## src/rtl/demux_stream_1ton.sv

```systemverilog
// One-to-N stream demultiplexer.
// Each accepted word goes to one channel, or to every channel in broadcast mode.
// A single data register holds the word, and a per-channel valid mask tracks
// which channels still owe a downstream transfer. Slices whose valid bit is
// clear read zero. Out-of-range unicast selects are counted in a saturating
// drop counter.
module demux_stream_1ton #(
    parameter int WIDTH = 8,
    parameter int N     = 4,
    parameter int SEL_W = 2
) (
    input  logic                 clk,
    input  logic                 rst_n,
    input  logic [WIDTH-1:0]     data_in,
    input  logic                 valid_in,
    input  logic [SEL_W-1:0]     sel,
    input  logic                 bcast,
    output logic                 ready_out,
    output logic [N*WIDTH-1:0]   out,
    output logic [N-1:0]         valid_out,
    input  logic [N-1:0]         ready_in,
    output logic [7:0]           drop_cnt
);

    typedef enum logic {
        IDLE = 1'b0,
        BUSY = 1'b1
    } state_t;

    localparam logic [SEL_W:0] N_L = (SEL_W+1)'(N);

    state_t             state_q, state_d;
    logic [N-1:0]       valid_q, valid_d;
    logic [WIDTH-1:0]   data_q, data_d;
    logic [7:0]         drop_q, drop_d;

    logic [N-1:0]       load_mask;   // channels a word arriving now would target
    logic [N-1:0]       hold_mask;   // pending channels not transferring this cycle
    logic [N-1:0]       chan_done;   // channel is idle or transferring this cycle
    logic               accept;
    logic               in_range;

    genvar gi;
    generate
        for (gi = 0; gi < N; gi++) begin : g_chan
            assign load_mask[gi] = bcast | (sel == SEL_W'(gi));
            assign chan_done[gi] = ~valid_q[gi] | ready_in[gi];
            assign hold_mask[gi] = valid_q[gi] & ~ready_in[gi];
            assign out[gi*WIDTH +: WIDTH] = valid_q[gi] ? data_q : '0;
        end
    endgenerate

    // A new word is accepted only once every pending channel has drained (or
    // drains in this very cycle), so loading it never overwrites undelivered data.
    // ready_out is also held low while reset is asserted.
    assign ready_out = rst_n & ((state_q == IDLE) | (&chan_done));
    assign accept    = valid_in & ready_out;
    assign in_range  = ({1'b0, sel} < N_L);

    assign valid_out = valid_q;
    assign drop_cnt  = drop_q;

    // Next-state: per-channel clear on transfer, full reload on acceptance, FSM tracking.
    always_comb begin
        state_d = state_q;
        valid_d = hold_mask;
        data_d  = data_q;
        drop_d  = drop_q;

        if (accept) begin
            // An out-of-range unicast gives an all-zero load mask, so the word
            // is consumed without raising any valid bit.
            valid_d = load_mask;
            data_d  = data_in;
            if (!bcast && !in_range && (drop_q != 8'hFF)) begin
                drop_d = drop_q + 8'd1;
            end
        end

        case (state_q)
            IDLE: if (|valid_d)  state_d = BUSY;
            BUSY: if (~|valid_d) state_d = IDLE;
            default: state_d = IDLE;
        endcase
    end

    // State registers, cleared asynchronously so a pending word is discarded on reset.
    always_ff @(posedge clk or negedge rst_n) begin
        if (!rst_n) begin
            state_q <= IDLE;
            valid_q <= '0;
            data_q  <= '0;
            drop_q  <= '0;
        end else begin
            state_q <= state_d;
            valid_q <= valid_d;
            data_q  <= data_d;
            drop_q  <= drop_d;
        end
    end

endmodule

```

## config.mk

```make
export PLATFORM = sky130hd
export DESIGN_NAME = demux_stream_1ton
export DESIGN_NICKNAME = d
export VERILOG_FILES = /design/src/rtl/demux_stream_1ton.sv
export SDC_FILE = /design/constraint.sdc
export NUM_CORES = 1
export LEC_CHECK = 0
export CORE_MARGIN = 10
export CORE_UTILIZATION = 36
export DETAILED_ROUTE_END_ITERATION = 6
export PLACE_DENSITY = 0.81
export SYNTH_ARGS = -nofsm -noshare
export SYNTH_HDL_FRONTEND = slang
export SYNTH_SLANG_ARGS = --single-unit
```

## constraint.sdc

```tcl
create_clock -name clk -period 4.4 [get_ports clk]
set_input_delay 0.88 -clock clk [delete_from_list [all_inputs] [get_ports clk]]
set_output_delay 0.88 -clock clk [all_outputs]
set_load 0.03 [all_outputs]
```

==> impl_metrics.yaml <==
outcome:
  status: "finished clean"
timing:
  max_freq_ghz: 0.283
  fin_ws_ps: 862
  fin_skew_ps: 0.675
  hold_viol_final: 0
  holdWs_ps: 562
  setup_viol: 0
  rsz0062_at_grt: "no"
  fin_crit_ps: 3540
  slew_viol_final: 0
  fin_crit_sh_pct: 80.4
  finalSetupTns_ps: 0
pwr:
  pwr-share-comb_pct: 50.9
  power_switching_mw: 0.197
  clock_power_share_pct: 14.0
  p_seq_share_pct: 35.1
  total_power_mw: 0.496
  ir_worst_vdd_uv: 187
  pwr_density_cell_nw_per_um2: 348
  p_leak_nw: 0.611
  sw_frac_of_total_pct: 39.7
  intPower_mw: 0.299
clock_network:
  postCtsSetupBuffers: 0
  clock-sinks: 13
  root_buffer: "clkbuf_4"
  cts_max_path_buffers: 2
  cts_hold_buf: 0
  clock_latency_ps: 260
  cts_tree: "yes"
  clk_pin_slew_ps: 70
  cts_made_buffers: 3
  htreeDepth: 1
  ctsResizeCount: 0
placement:
  dp_slack_ps: 849
  gp_congestion: 0.766
  portBuffers: 54
  post-dp-hpwl_um: 2230
  dp.cells: 168
  placed_area_sq_um: 1400
yosys:
  synth_common_cells: "33 x and2_1, 13 x dfrtp_1, 8 x buf_4"
  synth_top_area_share_pct: 37.8
  netlist_top_cells_area: "dfrtp_1 38%, and2_1 24%, mux2_4 10%"
  avgSynthCellArea_sq_um: 9.88
  synth-main-ff-cell: "dfrtp_1"
  synth_enable_flop_cells: 0
  ys_ff_latch: 13
  synthArstFlopShare_pct: 100
  yosysSeqAreaShare_pct: 37.8
  synth_warnings: 0
  synth_largest_area_cell: "dfrtp_1"
  synth.cell_area_sq_um: 860
  postSynthCellCount: 87
  synth_cell_types: 17
  yosysMostFrequentCell: "and2_1"
worst_setup_path:
  critical_path_class: "input pin to output pin"
  critPathLaunchType: "input pin"
  worstPathCellList: "clkdlybuf4s50_1 -> nor2b_4 -> o41ai_2 -> and2_1 -> clkdlybuf4s50_1"
  rr_startpoint: "valid_out[2]$_DFF_PN0_"
  critPathMaxFanout: 3
  cp_common_cell: "clkdlybuf4s50_1"
  cp_top_family: "buffers and inverters"
  crit_arrival_ps: 2660
  endpoint: "ready_out"
  startpoint: "ready_in[3]"
  path_buf_inv: 2
  worstReg2RegEnd: "data_q[4]$_DFFE_PN0N_"
  reg2reg_slack_ps: 2490
  crit_path_top_delay_cell: "clkdlybuf4s50_1"
  cp.depth: 5
  cp-end-kind: "output pin"
  reg2regPathDepth: 4
  crit_path_max_incr_delay_ps: 670
  critPathRequiredTime_ps: 3520
die:
  core_region_area_sq_um: 2230
  placementRows: 17
  die_area_sq_um: 4740
  ios: 63
  die_h_um: 68.9
  fp.dieW_um: 68.9
  initial_core_util_pct: 38.5
worst_hold_path:
  hold_depth: 1
  hold_path_class: "register to register"
global_route:
  grt_pass1_wl_um: 3810
  gr-total-overflow: 0
  grt_pass1_vias: 754
  grt_usage_pct: 10.6
  grt_max_degree: 17
  antenna_found_initial: 0
layout:
  syn2layout_area_growth_pct: 65.6
  final_nets: 163
  drive_above_1_share_pct: 10.4
  fin_cells: 172
  seq_area_sq_um: 325
  multi_input_area_sq_um: 482
  final_util_pct: 63.8
  diodes: 0
  fin_area_sq_um: 1420
  fillCellCount: 191
flow_run:
  cap_violations: 0
detailed_routing:
  vias: 777
  drt-pass1-iter-count: 4
  drt_iter0_drc: 47
  viasPerCell: 4.52
  wire_per_inst_um: 15.4
  drcViolationCount: 0
  drtAntennaViolNets: 0
  wl_um: 2650
## power groups by stage
stage / logic, mW / clock network [mW] / registers [mW]
after floorplan: 0.151 / 0 / 0.174
after global placement: 0.251 / 0 / 0.175
after detailed placement: 0.254 / 0 / 0.177
after CTS: 0.255 / 0.0726 / 0.174
after global routing: 0.266 / 0.0787 / 0.181
final: 0.253 / 0.0694 / 0.174
## flip-flops by register name, summed over array words and instances, names as in the netlist
register and count:
data_q 8, valid_out 4, state_q 1
## metal layers
metal,vias up,GRT usage [%],share of wire [%]
met3,2,3.54,15
met2,42,18.2,44
li1,386,-,-
met5,-,0,0
met4,0,3.69,0.57
met1,347,11.9,40
## how the worst min path moves through the flow
stage                                startpoint  slack (ps)               endpoint
after floorplan           data_q[5]$_DFFE_PN0N_         520  data_q[5]$_DFFE_PN0N_
after global routing      data_q[7]$_DFFE_PN0N_         600  data_q[7]$_DFFE_PN0N_
after global placement    data_q[5]$_DFFE_PN0N_         540  data_q[5]$_DFFE_PN0N_
after detailed placement  data_q[7]$_DFFE_PN0N_         540  data_q[7]$_DFFE_PN0N_
final                     data_q[7]$_DFFE_PN0N_         560  data_q[7]$_DFFE_PN0N_
after CTS                 data_q[7]$_DFFE_PN0N_         560  data_q[7]$_DFFE_PN0N_
## layout make-up
type	instances	area share, %
Sequential cell	13	22.8
Timing Repair Buffer	55	38.5
Multi-Input combinational cell	70	33.8
Clock buffer	4	1.85
Tap cell	28	2.46
Inverter	2	0.527
## kinds of logic after synthesis
group	synth area share (%)
simple gates	30.6
compound gates	8.88
flops	37.8
buf+inv	9.17
mux	13.1
other cells	0.436
## placed cells by master (no fill, tap or decap)
cell type        netlist  final
inv_1                  2      2
nor4_1                 1      1
mux2_2                 2      2
clkbuf_1               0      1
mux2_4                 6      6
clkdlybuf4s50_1        0     54
nand2_1                2      2
o21ai_1                3      3
nor2b_1                3      3
dfrtp_1               13     13
nor2b_4                1      1
o41ai_2                1      1
and2_1                33     33
nand3_2                1      1
a21oi_1                4      4
clkbuf_4               0      3
o21ai_0                5      5
buf_4                  8      1
conb_1                 1      8
## worst reg2reg max path, stage by stage (launching register included)
cell	delay (ps)
dfrtp_1	480
nor2b_1	200
o41ai_2	370
nand3_2	340
mux2_4	400
Note: power is estimated with default switching activity, not from simulation.
